<file path="src/rtl/data_mem_arbiter.sv">
// data_mem_arbiter: zero-latency grant of data_mem to the core or debug port; a core that is not granted sees core_stall_o.
// Default is fixed core priority with a starvation counter. Define ARB_ROUND_ROBIN_EN for round-robin on contention.
module data_mem_arbiter #(
  parameter int AddressWidth = 10,
  parameter int StarveLimit  = 4
) (
  input  logic                    clk_i,
  input  logic                    rst_ni,
  input  logic                    core_req_i,
  input  logic                    core_wr_en_i,
  input  logic [AddressWidth-1:0] core_addr_i,
  input  logic [31:0]             core_wr_data_i,
  input  logic [2:0]              core_funct3_i,
  output logic                    core_gnt_o,
  output logic                    core_stall_o,
  output logic [31:0]             core_r_data_o,
  input  logic                    dbg_req_i,
  input  logic                    dbg_lock_i,
  input  logic                    dbg_wr_en_i,
  input  logic [AddressWidth-1:0] dbg_addr_i,
  input  logic [31:0]             dbg_wr_data_i,
  input  logic [2:0]              dbg_funct3_i,
  output logic                    dbg_gnt_o,
  output logic [31:0]             dbg_r_data_o,
  output logic                    mem_r_en_o,
  output logic                    mem_wr_en_o,
  output logic [AddressWidth-1:0] mem_addr_o,
  output logic [31:0]             mem_wr_data_o,
  output logic [2:0]              mem_funct3_o,
  input  logic [31:0]             mem_r_data_i
);

  typedef enum logic [1:0] {IDLE, CORE, DBG, DBG_LOCK} state_t;

  state_t state, state_next;
  logic   core_gnt, dbg_gnt, contend, dbg_wins;

  assign contend = core_req_i & dbg_req_i;

`ifdef ARB_ROUND_ROBIN_EN
  // Set when the debug port is owed the next contended cycle.
  logic rr_dbg_next;

  always_ff @(posedge clk_i or negedge rst_ni) begin
    if (!rst_ni) begin
      rr_dbg_next <= 1'b0;
    end else if (contend) begin
      rr_dbg_next <= core_gnt;
    end
  end

  assign dbg_wins = rr_dbg_next;
`else
  localparam logic [3:0] StarveMax = 4'(StarveLimit);
  logic [3:0] starve_cnt;

  always_ff @(posedge clk_i or negedge rst_ni) begin
    if (!rst_ni) begin
      starve_cnt <= 4'd0;
    end else if (!dbg_req_i || dbg_gnt) begin
      starve_cnt <= 4'd0;
    end else if (core_gnt && (starve_cnt != StarveMax)) begin
      starve_cnt <= starve_cnt + 4'd1;
    end
  end

  assign dbg_wins = (starve_cnt == StarveMax);
`endif

  always_ff @(posedge clk_i or negedge rst_ni) begin
    if (!rst_ni) begin
      state <= IDLE;
    end else begin
      state <= state_next;
    end
  end

  // Grants are forced low while reset is asserted so nothing reaches data_mem.
  always_comb begin
    core_gnt   = 1'b0;
    dbg_gnt    = 1'b0;
    state_next = IDLE;
    if (rst_ni) begin
      if (state == DBG_LOCK) begin
        dbg_gnt = dbg_req_i;
      end else if (contend) begin
        dbg_gnt  = dbg_wins;
        core_gnt = ~dbg_wins;
      end else begin
        core_gnt = core_req_i;
        dbg_gnt  = dbg_req_i;
      end
    end
    if (dbg_gnt && dbg_lock_i) begin
      state_next = DBG_LOCK;
    end else if (dbg_gnt) begin
      state_next = DBG;
    end else if (core_gnt) begin
      state_next = CORE;
    end
  end

  assign core_gnt_o   = core_gnt;
  assign dbg_gnt_o    = dbg_gnt;
  assign core_stall_o = rst_ni & core_req_i & ~core_gnt;

  assign mem_wr_en_o   = (core_gnt & core_wr_en_i) | (dbg_gnt & dbg_wr_en_i);
  assign mem_r_en_o    = (core_gnt & ~core_wr_en_i) | (dbg_gnt & ~dbg_wr_en_i);
  assign mem_addr_o    = core_gnt ? core_addr_i    : (dbg_gnt ? dbg_addr_i    : '0);
  assign mem_wr_data_o = core_gnt ? core_wr_data_i : (dbg_gnt ? dbg_wr_data_i : 32'd0);
  assign mem_funct3_o  = core_gnt ? core_funct3_i  : (dbg_gnt ? dbg_funct3_i  : 3'd0);

  assign core_r_data_o = core_gnt ? mem_r_data_i : 32'd0;
  assign dbg_r_data_o  = dbg_gnt  ? mem_r_data_i : 32'd0;

endmodule

</file>
<file path="config.mk">
export PLATFORM = sky130hd
export DESIGN_NAME = data_mem_arbiter
export DESIGN_NICKNAME = d
export VERILOG_FILES = /design/src/rtl/data_mem_arbiter.sv
export SDC_FILE = /design/constraint.sdc
export NUM_CORES = 1
export LEC_CHECK = 0
export CAP_MARGIN = 25
export CORE_AREA = 2 2 95 97
export DETAILED_ROUTE_END_ITERATION = 16
export DIE_AREA = 0 0 97 99
export PLACE_DENSITY = 0.65
export SLEW_MARGIN = 15
export SYNTH_ARGS = -nofsm -noshare
export SYNTH_HDL_FRONTEND = slang
export SYNTH_SLANG_ARGS = --single-unit
</file>
<file path="constraint.sdc">
create_clock -name clk_i -period 3.2 [get_ports clk_i]
set_clock_uncertainty 0.05 [all_clocks]
set_input_delay 0.32 -clock clk_i [delete_from_list [all_inputs] [get_ports clk_i]]
set_output_delay 0.32 -clock clk_i [all_outputs]
set_load 0.02 [all_outputs]
</file>
==> results of run 1 <==
==> logic make-up (layout without fill, tap and decap cells) <==
kind of cell,count (synthesis),after routing
flip-flops,6,6
buffers and inverters,22,256
adder cells (fa/ha/maj),2,2
AND/OR/NAND/NOR,77,77
AO/OA/AOI/OAI,60,60
==> critical path, cell delays in order, from the launching register on <==
cell and delay (ns):
dfrtp_1 0.40, inv_1 0.08, ha_1 0.24, and3b_1 0.25
a211oi_4 0.31, buf_4 0.31, and2_1 0.17, clkdlybuf4s50_1 0.64
==> power by group through the flow <==
stage	Clock, mW	Combinational [mW]	Sequential, mW
CTS	0.116	0.501	0.0803
global placement	0	0.496	0.0810
floorplan	0	0.182	0.0806
global route	0.121	0.525	0.0805
detailed placement	0	0.498	0.0812
finish	0.112	0.496	0.0804
==> layout make-up <==
type	instances	area, µm²
fill	822	4649
timing repair buffer	247	2495
multi-input combinational	139	1057
sequential	6	150.1
tap	108	135.1
clock buffer	3	41.29
inverter	6	22.52
==> Yosys cell counts (3+ instances only) <==
cell,instances,area share (%)
a22o_1,47,32
a31oi_1,3,1.4
and2_1,65,31
buf_2,11,4.2
clkbuf_1,5,1.4
dfrtp_1,6,12
inv_1,6,1.7
==> layout by cell type, fill, tap and decap left out, drive strengths merged <==
master         instances
and3b                  1
a31oi                  3
nor4                   1
clkbuf                 3
ha                     2
buf                    6
and3                   1
and2                  66
o31ai                  2
nand3b                 1
o21ai                  1
nand4                  2
a2111oi                1
inv                    6
a22o                  47
clkdlybuf4s50        241
a211oi                 3
nand2                  2
a21o                   1
and4                   2
nor2                   1
dfrtp                  6
a311oi                 2
==> layer usage <==
layer  track usage, %  wire [µm]  share of wire [%]  up-vias
met5                0          0                  0        -
met4            3.900         89                1.1        0
met3            4.752        749                9.5        8
met2            27.67       3958                 50      144
met1            17.35       3084                 39      993
li1                 -          -                  -     1085
==> how the worst min path moves through the flow <==
| stage | from | end | slack, ns | depth (start not counted) |
|---|---|---|---|---|
| after floorplan | rst_ni | starve_cnt[0] | -0.03 | 0 |
| after global placement | starve_cnt[2] | starve_cnt[2] | 0.54 | 1 |
| after detailed placement | starve_cnt[2] | starve_cnt[2] | 0.55 | 1 |
| after CTS | rst_ni | state[0] | 0.40 | 2 |
| after global routing | rst_ni | state[1] | 0.41 | 2 |
| final | rst_ni | state[0] | 0.39 | 2 |
==> sequential cells by signal, summed over array words and instances (netlist names) <==
name        count
starve_cnt      4
state           2
==> stage by stage <==
stage	worst slack (ns)	instances
5_1_grt	0.06645	509
4_1_cts	0.1998	509
3_3_place_gp	0.3835	506
6_report	0.2096	509
3_5_place_dp	0.3484	506
2_1_floorplan	1.020	167
==> metrics.md, run 1 <==
| Metric | Value |
|---|---|
| Simple logic cell fraction of the synthesized area | `38.00%` |
| Initial cell density of the core | `15.25%` |
| Post-synthesis average cell area | `7.807 µm²` |
| Insertion delay to the later sink of the worst-skew pair | `0.22 ns` |
| Ports | `243` |
| Clock power share | `16.3%` |
| PnR Total Power | `0.6889 mW` |
| Count of mapped cells out of synthesis | `167` |
| Register clock-pin slew on the reported worst setup and hold paths | `0.04 ns` |
| Startpoint of the worst-slack reg-to-reg timing path | `starve_cnt[0]` |
| WL final | `7880 µm` |
| Synth unique cells | `25` |
| Initial antenna violation count | `0` |
| Power per standard cell area | `176.6 nW/µm²` |
| Final core utilization | `45.62%` |
| Post-route design area | `3901 µm²` |
| ANT cells | `0` |
| Post-detailed-placement cell area | `3860 µm²` |
| Max-cap violations | `0` |
| Critical path startpoint category | `register` |
| Clock tree from TritonCTS | `yes` |
| Layout cells sized above 1 | `2.993%` |
| #FFs+latches synth | `6` |
| Mux share of post-synthesis cell area | `0%` |
| Number of buffers between clock root and the deepest sink | `2` |
| Class of the tightest hold or removal check | `input port to asynchronous set/reset pin` |
| Number of detailed-route iterations in the first pass | `4` |
| Worst slew margin relative to its limit | `73.90%` |
| Number of enable-type register cells in the synthesized netlist | `0` |
| Worst reg2reg endpoint | `state[0]` |
| Required time of the worst setup path | `2.83 ns` |
| Largest family of logic cells by synthesized area | `compound AO/OA/AOI/OAI gates` |
| Count of unresolved DRC violations after routing | `0` |
| Port bufs | `242` |
| Average wire length per cell after detail routing | `15.48 µm` |
| Post-Synth XOR/XNOR Area | `0%` |
| Result of the run | `finished clean` |
| Via count of the routed design | `2230` |
| Switching share of total power | `33.60%` |
| Area of the die | `9603 µm²` |
| Final-report hold violation count | `0` |
| Deepest level of the CTS H-tree | `1` |
| Global Route Usage Sum | `15.24%` |
| Count of buffers added by post-CTS timing repair for setup | `0` |
| Critical Path Fanout Max | `31` |
| Number of warnings reported in the yosys synthesis log | `0` |
| Worst setup path end | `core_r_data_o[9]` |
| Post-layout nets | `534` |
| Antenna Nets Post-Route | `0` |
| Setup slack of the most critical reg-to-reg path | `1.39 ns` |
| Sum of negative setup slack | `0 ns` |
| Transition time at the pin with the least slew margin | `0.3898 ns` |
| Pleak | `1.510 nW` |
| Clock buffers created by TritonCTS | `3` |
| Highest clock rate | `334.4 MHz` |
| Flop pwr share | `11.7%` |
| Adder and majority cell fraction of the synthesized area | `1.919%` |
| Data arrival time of the critical path | `2.62 ns` |
| Max rail drop VDD | `0.1045 mV` |
| Count of final setup violators | `0` |
| Area fraction in compound gates after synthesis | `41.17%` |
| Proportion of power drawn by combinational gates | `72.1%` |
| DIE WIDTH | `97 µm` |
| Wire length of the first global-routing pass | `12210 µm` |
| Final Hold Slack | `0.3921 ns` |
| Area overhead of the layout relative to synthesis | `199.2%` |
| Congestion Overflow GR | `0` |
| Fin crit period | `2.990 ns` |
| Combined area of all synthesized cells | `1304 µm²` |
| Clock root buffer | `clkbuf_8` |
| Number of standard-cell rows in the floorplan | `34` |
| Number of buffers added to fix hold violations after cts | `0` |
| Number of global-route vias before repair | `2337` |
| Worst-case reg-to-reg path depth | `6` |
| Core area | `8551 µm²` |
| Timing startpoint of the critical path | `starve_cnt[0]` |
| Power dissipated by switching net loads | `0.2315 mW` |
| Half-perimeter wire length of the detailed placement result | `6413 µm` |
| RSZ-0062 raised after global routing | `false` |
| Synthesized Nets | `298` |
| Die height | `99 µm` |
| Number of gates given a new drive strength after cts | `0` |
| Top flip-flop cell by instance count after synthesis | `dfrtp_1` |
| Maximum number of pins on one net before global-route repair | `52` |
| Proportion of synthesized flip-flops having asynchronous set or reset | `100.0%` |
| Fin. max-slew vios | `0` |
| Via density per instance | `4.381` |
| Portion of the clock cycle consumed by the worst path in the final layout | `93.45%` |
| Worst Path Class, Setup | `register to primary output` |
| Power Internal | `0.4574 mW` |
| Share of synthesized area occupied by flip-flops and latches | `11.52%` |
| Final RePlAce weighted congestion | `0.9078` |
| Clock tree sinks | `6` |
| 1st-iter DRT viols | `39` |
| Category of the worst setup path capture point | `primary output` |
Power figures use the tool's default switching activity.
==> inputs of run 2 (changes only) <==
--- a/config.mk
+++ b/config.mk
@@ -9,6 +9,7 @@
 export CORE_AREA = 2 2 95 97
 export DETAILED_ROUTE_END_ITERATION = 16
 export DIE_AREA = 0 0 97 99
+export GPL_TIMING_DRIVEN = 0
 export PLACE_DENSITY = 0.65
 export SLEW_MARGIN = 15
 export SYNTH_ARGS = -nofsm -noshare
==> run 2 against run 1 <==
- clock power up 4%
- worst setup slack got worse by 0.049 ns
- routed wire length grew 7.8%
- power is 1.5% higher
- core utilization up 0.57 points
- hold slack lost 0.33 ns
- sequential power barely moved
- global-route usage increased by 1.3 points
- via count increased by 4.6%
- non-clock buffer count up 16
- combinational power up 1%
- critical endpoint is now mem_funct3_o[0]
- largest cell class unchanged
==> metrics.md, run 2 (same netlist as run 1, synthesis figures left out) <==
| Metric | Value |
|---|---|
| Result of the run | `finished clean (unchanged)` |
| Setup slack of the most critical reg-to-reg path | `1.31 ns (was 1.39 ns)` |
| Insertion delay to the later sink of the worst-skew pair | `0.23 ns (was 0.22 ns)` |
| Core area | `8551 µm² (unchanged)` |
| Category of the worst setup path capture point | `primary output (unchanged)` |
| Layout cells sized above 1 | `6.475% (was 2.993%)` |
| Critical path startpoint category | `register (unchanged)` |
| Number of standard-cell rows in the floorplan | `34 (unchanged)` |
| Data arrival time of the critical path | `2.67 ns (was 2.62 ns)` |
| Initial antenna violation count | `1 (was 0)` |
| Initial cell density of the core | `15.25% (unchanged)` |
| Antenna Nets Post-Route | `0 (unchanged)` |
| Die height | `99 µm (unchanged)` |
| Clock tree sinks | `6 (unchanged)` |
| Met3 Usage GRT | `5.461% (was 4.752%)` |
| Pleak | `1.593 nW (was 1.510 nW)` |
| Number of buffers between clock root and the deepest sink | `2 (unchanged)` |
| Power dissipated by switching net loads | `0.2393 mW (was 0.2315 mW)` |
| 1st-iter DRT viols | `54 (was 39)` |
| GRT met2 Usage | `30.72% (was 27.67%)` |
| Via count of the routed design | `2333 (was 2230)` |
| Count of fill cells added during filler insertion | `829 (was 822)` |
| Number of global-route vias before repair | `2422 (was 2337)` |
| Timing startpoint of the critical path | `starve_cnt[0] (unchanged)` |
| Commonest cells after routing, fill and taps aside | `240 x clkdlybuf4s50_1, 65 x and2_1, 47 x a22o_1 (was 241 x clkdlybuf4s50_1, 65 x and2_1, 47 x a22o_1)` |
| Transition time at the pin with the least slew margin | `0.3800 ns (was 0.3898 ns)` |
| RSZ-0062 raised after global routing | `false (unchanged)` |
| Power per standard cell area | `177.0 nW/µm² (was 176.6 nW/µm²)` |
| Number of detailed-route iterations in the first pass | `4 (unchanged)` |
| Max rail drop VDD | `0.1092 mV (was 0.1045 mV)` |
| Count of unresolved DRC violations after routing | `0 (unchanged)` |
| Register clock-pin slew on the reported worst setup and hold paths | `0.04 ns (about the same)` |
| Post-layout nets | `550 (was 534)` |
| Worst reg2reg endpoint | `state[0] (unchanged)` |
| Via density per instance | `4.435 (was 4.381)` |
| Most common cell after layout, fill and taps aside | `clkdlybuf4s50_1 (unchanged)` |
| Clock tree from TritonCTS | `yes (unchanged)` |
| Fin. max-slew vios | `0 (unchanged)` |
| Wire length of the first global-routing pass | `13160 µm (was 12210 µm)` |
| Proportion of power drawn by combinational gates | `71.8% (was 72.1%)` |
| Startpoint of the worst-slack reg-to-reg timing path | `starve_cnt[0] (unchanged)` |
| Fin crit period | `3.040 ns (was 2.990 ns)` |
| Max-cap violations | `0 (unchanged)` |
| WL final | `8492 µm (was 7880 µm)` |
| Worst slew margin relative to its limit | `74.01% (was 73.90%)` |
| Worst-case reg-to-reg path depth | `7 (was 6)` |
| Critical Path Fanout Max | `10 (was 31)` |
| Worst Path Class, Setup | `register to primary output (unchanged)` |
| Highest clock rate | `329.0 MHz (was 334.4 MHz)` |
| DP Worst Slack | `-0.1948 ns (was 0.3484 ns)` |
| Met1 track utilization from global routing | `19.03% (was 17.35%)` |
| Flip-flop count of the largest register, all copies and words added | `4 (unchanged)` |
| Post-layout worst setup margin | `0.1602 ns (was 0.2096 ns)` |
| Maximum number of pins on one net before global-route repair | `11 (was 52)` |
| Placed Cells | `517 (was 506)` |
| Global routing's busiest layer | `met2 (unchanged)` |
| Final Hold Slack | `0.06634 ns (was 0.3921 ns)` |
| Clock buffers created by TritonCTS | `3 (unchanged)` |
| Switching share of total power | `34.24% (was 33.60%)` |
| Register with the highest flop count | `starve_cnt (unchanged)` |
| Final RePlAce weighted congestion | `0.8337 (was 0.9078)` |
| Final-report hold violation count | `0 (unchanged)` |
| Global Route Usage Sum | `16.55% (was 15.24%)` |
| Deepest level of the CTS H-tree | `1 (unchanged)` |
| Area overhead of the layout relative to synthesis | `203.0% (was 199.2%)` |
| Port bufs | `242 (unchanged)` |
| Power Internal | `0.4597 mW (was 0.4574 mW)` |
| Count of final setup violators | `0 (unchanged)` |
| Ports | `243 (unchanged)` |
| Biggest regs | `starve_cnt: 4 flops, state: 2 flops (unchanged)` |
| DIE WIDTH | `97 µm (unchanged)` |
| Clock root buffer | `clkbuf_8 (unchanged)` |
| Number of buffers added to fix hold violations after cts | `0 (unchanged)` |
| Congestion Overflow GR | `0 (unchanged)` |
| Portion of the clock cycle consumed by the worst path in the final layout | `94.99% (was 93.45%)` |
| Final cell count without fillers | `526 (was 509)` |
| Area of the die | `9603 µm² (unchanged)` |
| Sum of negative setup slack | `0 ns (unchanged)` |
| Clock power share | `16.8% (was 16.3%)` |
| Half-perimeter wire length of the detailed placement result | `7124 µm (was 6413 µm)` |
| Class of the tightest hold or removal check | `input port to asynchronous set/reset pin (unchanged)` |
| Required time of the worst setup path | `2.83 ns (about the same)` |
| Average wire length per cell after detail routing | `16.14 µm (was 15.48 µm)` |
| Flop pwr share | `11.5% (was 11.7%)` |
[run 2: changes by cell type in the layout (fill, tap and decap cells not counted), moves of 2 or more]
cell / change
buf_2: +11
clkbuf_2: +5
buf_12: -3
buf_4: +2
[run 2: layout make-up]
class | instances | area, µm² | share of cell area (%)
Antenna cell | 1 | 2.502 | 0.06335
Buffer | 16 | 80.08 | 2.027
Clock buffer | 3 | 41.29 | 1.045
Inverter | 6 | 22.52 | 0.5702
Multi-Input combinational cell | 139 | 1057 | 26.77
Sequential cell | 6 | 150.1 | 3.801
Tap cell | 108 | 135.1 | 3.421
Timing Repair Buffer | 247 | 2461 | 62.31
[run 2: power groups by stage]
stage | sequential [mW] | combinational [mW] | clock, mW
5_1_grt | 0.0803 | 0.532 | 0.126
3_5_place_dp | 0.0810 | 0.499 | 0
3_3_place_gp | 0.0810 | 0.497 | 0
6_report | 0.0801 | 0.502 | 0.117
4_1_cts | 0.0800 | 0.507 | 0.118
2_1_floorplan | 0.0806 | 0.182 | 0
[run 2: worst max-delay path by stage]
stage                                    to  slack [ns]
after floorplan            dbg_r_data_o[11]        1.02
after global placement      mem_funct3_o[0]       -0.16
after detailed placement    mem_funct3_o[0]       -0.19
after CTS                 core_r_data_o[14]        0.06
after global routing        mem_funct3_o[0]        0.03
final                       mem_funct3_o[0]        0.16
[run 2: stage by stage]
step / util (%) / power [mW] / area (µm²)
finish: 46.20 / 0.6990 / 3950
global placement: 45.16 / 0.5778 / 3861
CTS: 46.06 / 0.7048 / 3939
global route: 46.17 / 0.7390 / 3948
floorplan: - / 0.2622 / 1304
detailed placement: 45.16 / 0.5801 / 3861
[run 2: critical path, stage by stage, from the launching register on]
cell	delay, ns
dfrtp_1	0.40
inv_1	0.10
ha_1	0.24
nand3b_4	0.15
a311oi_4	0.29
buf_4	0.19
buf_2	0.26
a22o_1	0.18
clkdlybuf4s50_1	0.64
[run 2: what timing repair did]
item,4_1_cts,5_1_grt
resized for setup,1,11
hold endpoints to repair,0,0
pin swaps,2,0
buffers inserted,5,0
endpoints found under the setup margin,111,45
[run 2: metal layers]
metal | vias up | part of all wire (%) | routed length, µm
met2 | 149 | 51 | 4343
met1 | 1060 | 38 | 3240
met4 | 0 | 0.25 | 21
li1 | 1122 | - | -
met3 | 2 | 10 | 887
met5 | - | 0 | 0
==> inputs of run 3 (changes only) <==
--- a/config.mk
+++ b/config.mk
@@ -10,6 +10,7 @@
 export DETAILED_ROUTE_END_ITERATION = 16
 export DIE_AREA = 0 0 97 99
 export GPL_TIMING_DRIVEN = 0
+export HOLD_SLACK_MARGIN = 0.15
 export PLACE_DENSITY = 0.65
 export SLEW_MARGIN = 15
 export SYNTH_ARGS = -nofsm -noshare
==> run 3 against run 2 <==
- clock power hardly changed
- cell count is 0.19% higher
- core utilization is 0.12 points higher
- register-to-register slack hardly changed
- sequential power hardly changed
- hold slack better by 0.49 ns
- final area is 0.25% higher
- largest cell class unchanged
==> metrics.md, run 3 (same netlist as run 1, synthesis figures left out) <==
| Metric | Value |
|---|---|
| Final-report hold violation count | `0 (unchanged)` |
| Fin. max-slew vios | `0 (unchanged)` |
| Number of global-route vias before repair | `2429 (was 2422)` |
| Critical path startpoint category | `register (unchanged)` |
| Number of detailed-route iterations in the first pass | `4 (unchanged)` |
| DIE WIDTH | `97 µm (unchanged)` |
| Register clock-pin slew on the reported worst setup and hold paths | `0.04 ns (about the same)` |
| Portion of the clock cycle consumed by the worst path in the final layout | `95.20% (was 94.99%)` |
| Die height | `99 µm (unchanged)` |
| Fin crit period | `3.047 ns (was 3.040 ns)` |
| Antenna Nets Post-Route | `0 (unchanged)` |
| Highest clock rate | `328.2 MHz (was 329.0 MHz)` |
| Port bufs | `242 (unchanged)` |
| Ports | `243 (unchanged)` |
| Half-perimeter wire length of the detailed placement result | `7124 µm (unchanged)` |
| Critical Path Fanout Max | `10 (unchanged)` |
| Worst slew margin relative to its limit | `74.01% (about the same)` |
| Layout cells sized above 1 | `6.459% (was 6.475%)` |
| Max rail drop VDD | `0.1109 mV (was 0.1092 mV)` |
| Congestion Overflow GR | `0 (unchanged)` |
| Area of the die | `9603 µm² (unchanged)` |
| Worst-case reg-to-reg path depth | `7 (unchanged)` |
| Number of buffers between clock root and the deepest sink | `2 (unchanged)` |
| Commonest cells after routing, fill and taps aside | `240 x clkdlybuf4s50_1, 65 x and2_1, 47 x a22o_1 (unchanged)` |
| Biggest regs | `starve_cnt: 4 flops, state: 2 flops (unchanged)` |
| Area overhead of the layout relative to synthesis | `203.7% (was 203.0%)` |
| Worst Path Class, Setup | `register to primary output (unchanged)` |
| Via density per instance | `4.455 (was 4.435)` |
| Required time of the worst setup path | `2.83 ns (about the same)` |
| Insertion delay to the later sink of the worst-skew pair | `0.23 ns (about the same)` |
| Core area | `8551 µm² (unchanged)` |
| Transition time at the pin with the least slew margin | `0.3800 ns (about the same)` |
| Via count of the routed design | `2348 (was 2333)` |
| Clock tree sinks | `6 (unchanged)` |
| PnR Total Power | `0.7006 mW (was 0.6990 mW)` |
| WL final | `8535 µm (was 8492 µm)` |
| Category of the worst setup path capture point | `primary output (unchanged)` |
| Number of standard-cell rows in the floorplan | `34 (unchanged)` |
| Deepest level of the CTS H-tree | `1 (unchanged)` |
| Final RePlAce weighted congestion | `0.8337 (unchanged)` |
| Clock root buffer | `clkbuf_8 (unchanged)` |
| Initial antenna violation count | `1 (unchanged)` |
| Count of final setup violators | `0 (unchanged)` |
| Final core utilization | `46.31% (was 46.20%)` |
| Clock buffers created by TritonCTS | `3 (unchanged)` |
| Flip-flop count of the largest register, all copies and words added | `4 (unchanged)` |
| 1st-iter DRT viols | `57 (was 54)` |
| Final Hold Slack | `0.5525 ns (was 0.06634 ns)` |
| Average wire length per cell after detail routing | `16.20 µm (was 16.14 µm)` |
| RSZ-0062 raised after global routing | `false (unchanged)` |
| Data arrival time of the critical path | `2.68 ns (was 2.67 ns)` |
| Hold depth | `2` |
| Count of unresolved DRC violations after routing | `0 (unchanged)` |
| Clock tree from TritonCTS | `yes (unchanged)` |
| Global Route Usage Sum | `16.64% (was 16.55%)` |
| Pleak | `1.597 nW (was 1.593 nW)` |
| Result of the run | `finished clean (unchanged)` |
| Power per standard cell area | `176.9 nW/µm² (was 177.0 nW/µm²)` |
| Post-layout nets | `551 (was 550)` |
| Class of the tightest hold or removal check | `register to register (was input port to asynchronous set/reset pin)` |
| Maximum number of pins on one net before global-route repair | `11 (unchanged)` |
| Wire length of the first global-routing pass | `13240 µm (was 13160 µm)` |
| Initial cell density of the core | `15.25% (unchanged)` |
| Max-cap violations | `0 (unchanged)` |
| Most common cell after layout, fill and taps aside | `clkdlybuf4s50_1 (unchanged)` |
| Register with the highest flop count | `starve_cnt (unchanged)` |
run 3: changes by cell type in the layout (fill, tap and decap cells not counted):
cell           change
dlygate4sd3_1      +1
run 3: final cells by class:
| type | instances | area, µm² |
|---|---|---|
| fillers | 828 | 4591 |
| multi-input cells | 139 | 1057 |
| diodes | 1 | 2.502 |
| inverters | 6 | 22.52 |
| well taps | 108 | 135.1 |
| plain buffers | 16 | 80.08 |
| clock buffers | 3 | 41.29 |
| repair buffers | 248 | 2471 |
| flip-flops and latches | 6 | 150.1 |
run 3: repair_timing:
action / in CTS / in global routing
setup endpoints to repair: 111 / 45
gates resized for setup: 1 / 11
setup buffers: 5 / 0
pin swaps: 2 / 0
hold buffers: 1 / 0
hold endpoints to repair: 6 / 0
run 3: critical path, cell delays in order (launching register included):
cell	delay, ns
dfrtp_1	0.40
inv_1	0.10
ha_1	0.24
nand3b_4	0.15
a311oi_4	0.29
buf_4	0.19
buf_2	0.26
a22o_1	0.18
clkdlybuf4s50_1	0.64
run 3: final timing paths:
| path | start | end | slack (ns) |
|---|---|---|---|
| max in group asynchronous | rst_ni | state[0] | 2.16 |
| max | starve_cnt[0] | mem_funct3_o[0] | 0.15 |
| min reg2reg | starve_cnt[0] | starve_cnt[0] | 0.55 |
| min | starve_cnt[0] | starve_cnt[0] | 0.55 |
| max reg2reg | starve_cnt[0] | state[0] | 1.30 |
| min in group asynchronous | rst_ni | starve_cnt[1] | 0.70 |
run 3: where the power goes:
part	switching, mW	internal [mW]	total, mW	leakage (nW)
registers	0.00154	0.0786	0.0801	0.0816
logic	0.202	0.301	0.503	1.49
clock network	0.0363	0.0811	0.117	0.0216
run 3: per-stage QoR:
stage | setup WS (ns) | setup TNS [ns] | instance area [µm²] | cells
after detailed placement | -0.1948 | -11.87 | 3861 | 517
after floorplan | 1.020 | 0 | 1304 | 167
after global routing | 0.02559 | 0 | 3958 | 526
after global placement | -0.1611 | -7.773 | 3861 | 517
after CTS | 0.06152 | 0 | 3949 | 526
final | 0.1535 | 0 | 3960 | 527
run 3: routing by layer:
metal | track usage, % | wire length, µm | vias up
met4 | 1.950 | 21 | 0
met5 | 0 | 0 | -
met3 | 5.461 | 873 | 2
met1 | 19.20 | 3276 | 1069
li1 | - | - | 1126
met2 | 30.82 | 4363 | 151
